==> src/rtl/gte_bridge_pkg.sv <==
// Shared types for the GTE COP2 bridge: request kinds, FSM states, engine register IDs.
package gte_bridge_pkg;

    typedef enum logic [2:0] {
        KIND_MTC2 = 3'd0,
        KIND_CTC2 = 3'd1,
        KIND_MFC2 = 3'd2,
        KIND_CFC2 = 3'd3,
        KIND_CMD  = 3'd4
    } E_COP2KIND;

    typedef enum logic {
        IDLE  = 1'b0,
        ISSUE = 1'b1
    } E_BRIDGE_ST;

    typedef logic [5:0] E_REG;

    // Control registers live in the upper half of the engine register map.
    localparam int CTRL_BANK_BIT = 5;

    function automatic E_REG mapRegID(input E_COP2KIND kind, input logic [4:0] regNum);
        E_REG id;
        id = {1'b0, regNum};
        id[CTRL_BANK_BIT] = (kind == KIND_CTC2) || (kind == KIND_CFC2);
        return id;
    endfunction

endpackage

==> src/rtl/gte_cop2_bridge_if.sv <==
// CPU coprocessor port plus GTE engine register/instruction port, bundled for the bridge.
interface gte_cop2_bridge_if;
    logic                   i_reqValid;
    logic                   o_reqReady;
    logic [2:0]             i_reqKind;
    logic [4:0]             i_reqReg;
    logic [31:0]            i_reqData;
    logic [24:0]            i_reqCmd;
    logic                   o_rspValid;
    logic                   i_rspReady;
    logic [31:0]            o_rspData;
    gte_bridge_pkg::E_REG   o_regID;
    logic                   o_WritReg;
    logic                   o_ReadReg;
    logic [31:0]            o_dataIn;
    logic [31:0]            i_dataOut;
    logic [24:0]            o_Instruction;
    logic                   o_run;
    logic                   i_operationForbidden;

    modport master (
        input  i_reqValid, i_reqKind, i_reqReg, i_reqData, i_reqCmd, i_rspReady,
               i_dataOut, i_operationForbidden,
        output o_reqReady, o_rspValid, o_rspData, o_regID, o_WritReg, o_ReadReg,
               o_dataIn, o_Instruction, o_run
    );

    modport slave (
        output i_reqValid, i_reqKind, i_reqReg, i_reqData, i_reqCmd, i_rspReady,
               i_dataOut, i_operationForbidden,
        input  o_reqReady, o_rspValid, o_rspData, o_regID, o_WritReg, o_ReadReg,
               o_dataIn, o_Instruction, o_run
    );
endinterface

==> src/rtl/gte_bridge_rspbuf.sv <==
// One-entry read-data holding register; loads in one cycle, valid holds until i_ready.
module gte_bridge_rspbuf (
    input  logic        i_clk,
    input  logic        i_nRst,
    input  logic        i_load,
    input  logic [31:0] i_loadData,
    input  logic        i_ready,
    output logic        o_valid,
    output logic [31:0] o_data
);

    always_ff @(posedge i_clk) begin
        if (!i_nRst) begin
            o_valid <= 1'b0;
            o_data  <= '0;
        end else if (i_load) begin
            o_valid <= 1'b1;
            o_data  <= i_loadData;
        end else if (o_valid && i_ready) begin
            o_valid <= 1'b0;
        end
    end

endmodule

==> src/rtl/gte_cop2_bridge.sv <==
// CPU COP2 request -> GTE engine strobe bridge; strobe 1 cycle after accept, read data 2 cycles.
// Stalls in ISSUE while the engine is busy; no new accept while a response is pending.
module gte_cop2_bridge
    import gte_bridge_pkg::*;
#(
    parameter int STALL_CNT_W = 16,
    parameter int TIMEOUT_CYC = 255
) (
    input  logic                   i_clk,
    input  logic                   i_nRst,
    gte_cop2_bridge_if.master      bus,
    output logic [STALL_CNT_W-1:0] o_stallCycles,
    output logic                   o_timeoutErr
);

    E_BRIDGE_ST  state, stateNext;
    E_COP2KIND   holdKind;
    logic [4:0]  holdReg;
    logic [31:0] holdData;
    logic [24:0] holdCmd;
    logic [15:0] waitCnt;
    E_REG        lastRegID;
    logic [31:0] lastDataIn;
    logic [24:0] lastInstr;
    E_REG        issueID;
    logic        reqReady, accept, reserved, rspValid;
    logic        writStb, readStb, runStb;

    assign reserved = bus.i_reqKind > 3'd4;
    assign reqReady = i_nRst && (state == IDLE) && !rspValid;
    assign accept   = bus.i_reqValid && reqReady;
    assign issueID  = mapRegID(holdKind, holdReg);

    always_comb begin
        stateNext = state;
        writStb   = 1'b0;
        readStb   = 1'b0;
        runStb    = 1'b0;
        case (state)
            IDLE: begin
                if (accept && !reserved) stateNext = ISSUE;
            end
            ISSUE: begin
                if (!bus.i_operationForbidden) begin
                    stateNext = IDLE;
                    case (holdKind)
                        KIND_MTC2, KIND_CTC2: writStb = i_nRst;
                        KIND_MFC2, KIND_CFC2: readStb = i_nRst;
                        KIND_CMD:             runStb  = i_nRst;
                        default: ;
                    endcase
                end
            end
            default: stateNext = IDLE;
        endcase
    end

    assign bus.o_reqReady    = reqReady;
    assign bus.o_WritReg     = writStb;
    assign bus.o_ReadReg     = readStb;
    assign bus.o_run         = runStb;
    assign bus.o_rspValid    = rspValid;
    assign bus.o_regID       = (writStb || readStb) ? issueID : lastRegID;
    assign bus.o_dataIn      = writStb ? holdData : lastDataIn;
    assign bus.o_Instruction = runStb ? holdCmd : lastInstr;

    always_ff @(posedge i_clk) begin
        if (!i_nRst) begin
            state         <= IDLE;
            holdKind      <= KIND_MTC2;
            holdReg       <= '0;
            holdData      <= '0;
            holdCmd       <= '0;
            waitCnt       <= '0;
            lastRegID     <= '0;
            lastDataIn    <= '0;
            lastInstr     <= '0;
            o_stallCycles <= '0;
            o_timeoutErr  <= 1'b0;
        end else begin
            state <= stateNext;
            if (accept) begin
                holdKind <= E_COP2KIND'(bus.i_reqKind);
                holdReg  <= bus.i_reqReg;
                holdData <= bus.i_reqData;
                holdCmd  <= bus.i_reqCmd;
            end
            // Wait counter parks at the threshold; the error flag is sticky until reset.
            if (state == ISSUE && bus.i_operationForbidden) begin
                if (o_stallCycles != '1) o_stallCycles <= o_stallCycles + STALL_CNT_W'(1);
                if (waitCnt != 16'(TIMEOUT_CYC)) waitCnt <= waitCnt + 16'd1;
                if (waitCnt == 16'(TIMEOUT_CYC - 1)) o_timeoutErr <= 1'b1;
            end else if (state == ISSUE) begin
                waitCnt <= '0;
            end
            if (writStb || readStb) lastRegID <= issueID;
            if (writStb) lastDataIn <= holdData;
            if (runStb) lastInstr <= holdCmd;
        end
    end

    gte_bridge_rspbuf u_rspbuf (
        .i_clk      (i_clk),
        .i_nRst     (i_nRst),
        .i_load     (readStb),
        .i_loadData (bus.i_dataOut),
        .i_ready    (bus.i_rspReady),
        .o_valid    (rspValid),
        .o_data     (bus.o_rspData)
    );

endmodule

==> src/flat_wrapper.sv <==
// flat-port wrapper written by rule: the top's interface ports become plain ports
module gte_cop2_bridge_flat import gte_bridge_pkg::*;
#(
    parameter int STALL_CNT_W = 16,
    parameter int TIMEOUT_CYC = 255
)
  (i_clk, i_nRst, o_stallCycles, o_timeoutErr, bus_i_reqValid, bus_i_reqKind, bus_i_reqReg, bus_i_reqData, bus_i_reqCmd, bus_i_rspReady, bus_i_dataOut, bus_i_operationForbidden, bus_o_reqReady, bus_o_rspValid, bus_o_rspData, bus_o_regID, bus_o_WritReg, bus_o_ReadReg, bus_o_dataIn, bus_o_Instruction, bus_o_run);
  gte_cop2_bridge_if bus_i ();
  input  logic i_clk;
  input  logic i_nRst;
  output logic [STALL_CNT_W-1:0] o_stallCycles;
  output logic o_timeoutErr;
  input wire logic [$bits(bus_i.i_reqValid)-1:0] bus_i_reqValid;
  input wire logic [$bits(bus_i.i_reqKind)-1:0] bus_i_reqKind;
  input wire logic [$bits(bus_i.i_reqReg)-1:0] bus_i_reqReg;
  input wire logic [$bits(bus_i.i_reqData)-1:0] bus_i_reqData;
  input wire logic [$bits(bus_i.i_reqCmd)-1:0] bus_i_reqCmd;
  input wire logic [$bits(bus_i.i_rspReady)-1:0] bus_i_rspReady;
  input wire logic [$bits(bus_i.i_dataOut)-1:0] bus_i_dataOut;
  input wire logic [$bits(bus_i.i_operationForbidden)-1:0] bus_i_operationForbidden;
  output wire logic [$bits(bus_i.o_reqReady)-1:0] bus_o_reqReady;
  output wire logic [$bits(bus_i.o_rspValid)-1:0] bus_o_rspValid;
  output wire logic [$bits(bus_i.o_rspData)-1:0] bus_o_rspData;
  output wire logic [$bits(bus_i.o_regID)-1:0] bus_o_regID;
  output wire logic [$bits(bus_i.o_WritReg)-1:0] bus_o_WritReg;
  output wire logic [$bits(bus_i.o_ReadReg)-1:0] bus_o_ReadReg;
  output wire logic [$bits(bus_i.o_dataIn)-1:0] bus_o_dataIn;
  output wire logic [$bits(bus_i.o_Instruction)-1:0] bus_o_Instruction;
  output wire logic [$bits(bus_i.o_run)-1:0] bus_o_run;
  assign bus_i.i_reqValid = bus_i_reqValid;
  assign bus_i.i_reqKind = bus_i_reqKind;
  assign bus_i.i_reqReg = bus_i_reqReg;
  assign bus_i.i_reqData = bus_i_reqData;
  assign bus_i.i_reqCmd = bus_i_reqCmd;
  assign bus_i.i_rspReady = bus_i_rspReady;
  assign bus_i.i_dataOut = bus_i_dataOut;
  assign bus_i.i_operationForbidden = bus_i_operationForbidden;
  assign bus_o_reqReady = bus_i.o_reqReady;
  assign bus_o_rspValid = bus_i.o_rspValid;
  assign bus_o_rspData = bus_i.o_rspData;
  assign bus_o_regID = bus_i.o_regID;
  assign bus_o_WritReg = bus_i.o_WritReg;
  assign bus_o_ReadReg = bus_i.o_ReadReg;
  assign bus_o_dataIn = bus_i.o_dataIn;
  assign bus_o_Instruction = bus_i.o_Instruction;
  assign bus_o_run = bus_i.o_run;
  gte_cop2_bridge #(.STALL_CNT_W(STALL_CNT_W), .TIMEOUT_CYC(TIMEOUT_CYC)) u_core (.i_clk(i_clk), .i_nRst(i_nRst), .bus(bus_i), .o_stallCycles(o_stallCycles), .o_timeoutErr(o_timeoutErr));
endmodule
==> config.mk <==
export PLATFORM = sky130hd
export DESIGN_NAME = gte_cop2_bridge_flat
export DESIGN_NICKNAME = d
export VERILOG_FILES = /design/src/rtl/gte_bridge_pkg.sv /design/src/rtl/gte_cop2_bridge_if.sv /design/src/rtl/gte_bridge_rspbuf.sv /design/src/rtl/gte_cop2_bridge.sv /design/src/flat_wrapper.sv
export SDC_FILE = /design/constraint.sdc
export NUM_CORES = 1
export LEC_CHECK = 0
export CAP_MARGIN = 20
export CORE_MARGIN = 2
export CORE_UTILIZATION = 40
export CTS_CLUSTER_SIZE = 8
export DETAILED_ROUTE_END_ITERATION = 16
export GPL_TIMING_DRIVEN = 0
export MAX_ROUTING_LAYER = met4
export PLACE_DENSITY_LB_ADDON = 0.2
export SYNTH_ARGS = -nofsm -noshare
export SYNTH_HDL_FRONTEND = slang
export SYNTH_SLANG_ARGS = --single-unit
==> constraint.sdc <==
create_clock -name i_clk -period 4.6 [get_ports i_clk]
set_clock_uncertainty 0.05 [all_clocks]
set_input_delay 1.38 -clock i_clk [delete_from_list [all_inputs] [get_ports i_clk]]
set_output_delay 1.38 -clock i_clk [all_outputs]
set_load 0.005 [all_outputs]
==> flow_summary.toml <==
[timing]
max_freq_mhz = 220.3
hold_violations = 0
relSlewSlack = 0.3076
setup_viol = 0
min_period_ns = 4.540
final-max-slew-violation-count = 0
period_share = 0.9869
tightest_slew_ns = 1.029
fin_tns_setup_ns = 0

[route]
drc_errors = 0
wl_per_cell_um = 15.30
dr.pass1.iters = 5
wl_mm = 20.71
drtAntennaViolNets = 0
vias_per_cell = 5.044
vias = 6825
drtIter0Drc = 300

[global_route]
grt_max_degree = 20
first_global_vias = 6395
grt_pass1_wl_mm = 32.66
grtUsageTotal = 0.2114
overflow = 0
antenna_found_initial = 0

[yosys]
syn_area_um2 = 7569
synth_common_cells = "nand2_1, dfxtp_1, a21oi_1, and2_1, o21ai_0"
syn-mean-instance-area_um2 = 8.883
ys_seq_area_frac = 0.5158
synthCells = 852
synthArstFlopShare = 0
yosys.cell_count.top_type = "nand2_1"
syn_nets = 957
synth_cell_types = 50
synth-edff-count = 0
synth_flop_cell = "dfxtp_1"
yosysTopAreaCell = "dfxtp_1"
ys_top_cells_by_area = "dfxtp_1, nand2_1, mux2_2, and2_1, a21oi_1"
synth_top_area_share = 0.5158
yosys_warnings = 0
synth-seq-cells = 195

[floorplanning]
rows = 50
die_x_um = 141.6
dieArea_um2 = 20040
die_h_um = 141.6
start_util = 0.4060
core_um2 = 18640
io_pins = 219

[clocking]
cts_tree = "built"
clock-sinks = 195
htreeDepth = 4
clk_pin_slew_ns = 0.07
clk_latency_ns = 0.43
root_buffer = "clkbuf_16"
holdBufCountCts = 0
clk_path_buf_depth = 2
cts_buffers = 17

[power_and_ir_drop]
p_leak_nw = 4.113
power.total_mw = 3.406
max-vdd-ir-drop_v = 0.0002654
p_per_area_nw_per_um2 = 312.8

[setup_path]
path_buf_inv = 4
crit_chain = "clkdlybuf4s15_1 -> clkinv_2 -> or4_4 -> buf_6 -> mux2_1 -> clkdlybuf4s50_1"
cp_max_fo = 10
endpoint_kind = "output pin"
max_stage_delay_ns = 0.47
cp.arrival_ns = 3.11
crit_required_ns = 3.17
path_class = "in2out"
critPathLaunchType = "input pin"
crit_family = "buffers and inverters"
cpMaxStageDelayCell = "or4_4"

[finish]
layout.nets = 1211
layout-drive-gt1-share = 0.1090
area_growth_pct = 43.88
seq_area_um2 = 3904
multi_input_area_um2 = 3450
diodes = 0
fillers = 1719

[placement]
place_congestion = 0.8675
hpwl_mm = 14.69
io_buffers = 218

[run_status]
outcome = "complete, no violations"

[hold_path]
hold_path.class = "reg2reg"

[flow_run]
max_cap_violations = 0
==> report_power, final <==
| part | internal [mW] | total, mW | switching [mW] |
|---|---|---|---|
| combinational | 0.120 | 0.227 | 0.108 |
| sequential | 1.72 | 1.73 | 0.0162 |
| clock | 0.734 | 1.45 | 0.711 |
| total | 2.57 | 3.41 | 0.835 |
==> what timing repair did <==
| item | in CTS | in global routing |
|---|---|---|
| setup buffers | 15 | 1 |
| pin swaps | 2 | 1 |
| setup endpoints to repair | 67 | 44 |
| resized for setup | 86 | 11 |
| hold endpoints to repair | 0 | 0 |
| gates cloned | 1 | 0 |
==> metrics by stage <==
step / utilization / hold WS (ns) / cells / setup WS [ns] / area (um^2)
6_report: 0.5841 / 0.4045 / 1353 / 0.06038 / 10890
3_5_place_dp: 0.5390 / 0.3966 / 1305 / -0.9464 / 10050
3_3_place_gp: 0.5387 / 0.3902 / 1304 / -0.9302 / 10040
2_1_floorplan: - / 0.3822 / 852 / 0.4316 / 7569
5_1_grt: 0.5841 / 0.4161 / 1353 / -0.02828 / 10890
4_1_cts: 0.5826 / 0.4066 / 1351 / -0.04125 / 10860
==> tightest hold or removal path, cell delays in order, from the launching register on <==
cell,delay (ns)
dfxtp_1,0.31
nand2_1,0.05
a21oi_1,0.05
==> metal layers <==
layer	vias up	part of all wire	track usage
met5	-	0	-
met4	0	0.018	0.05684
met3	26	0.063	0.05906
met2	204	0.47	0.3413
met1	3175	0.45	0.2616
li1	3420	-	-
==> kinds of logic after synthesis <==
kind of cell / share of synthesized area
AO/OA/AOI/OAI: 0.1189
multiplexers: 0.09373
AND/OR/NAND/NOR: 0.2291
adder cells (fa/ha/maj): 0.004960
flip-flops: 0.5158
buffers and inverters: 0.03405
XOR/XNOR: 0.003472
==> flip-flops by register name, indices dropped and copies added (netlist names) <==
register / flops
u_core.holdCmd: 25
u_core.o_timeoutErr: 1
u_core.holdData: 32
u_core.holdReg: 5
u_core.o_stallCycles: 16
u_core.waitCnt: 16
u_core.state: 1
u_core.u_rspbuf.o_valid: 1
u_core.holdKind: 3
u_core.lastInstr: 25
u_core.lastDataIn: 32
u_core.u_rspbuf.o_data: 32
u_core.lastRegID: 6
==> path summary, 6_finish.rpt <==
| kind | start | endpoint | slack [ns] | cells past startpoint |
|---|---|---|---|---|
| max | i_nRst | bus_o_Instruction[15] | 0.06 | 6 |
| min | u_core.holdCmd[24] | u_core.holdCmd[24] | 0.40 | 2 |
| min reg2reg | u_core.holdCmd[24] | u_core.holdCmd[24] | 0.40 | 2 |
| max reg2reg | u_core.waitCnt[8] | u_core.waitCnt[5] | 2.16 | 4 |
==> final cells by class <==
type                            count  share of cell area
Buffer                             56             0.02758
Clock buffer                       18             0.04033
Clock inverter                     14             0.01344
Inverter                            7            0.002528
Multi-Input combinational cell    592              0.3168
Sequential cell                   195              0.3585
Tap cell                          234             0.02689
Timing Repair Buffer              237              0.2139
==> placed cells by master (no fill, tap or decap), types with 7 or more instances in the layout <==
cell type,count
nand3_1,15
nand2_1,212
clkbuf_16,18
dfxtp_1,195
clkdlybuf4s15_1,15
nand4_1,13
mux2_2,39
and2_1,66
o21ai_0,49
or4_1,8
or3_1,8
nor4_1,7
dlygate4sd2_1,20
nor2_1,7
clkbuf_1,39
buf_4,14
clkdlybuf4s50_1,180
mux2_1,18
a21oi_1,82
Power figures use the tool's default switching activity.
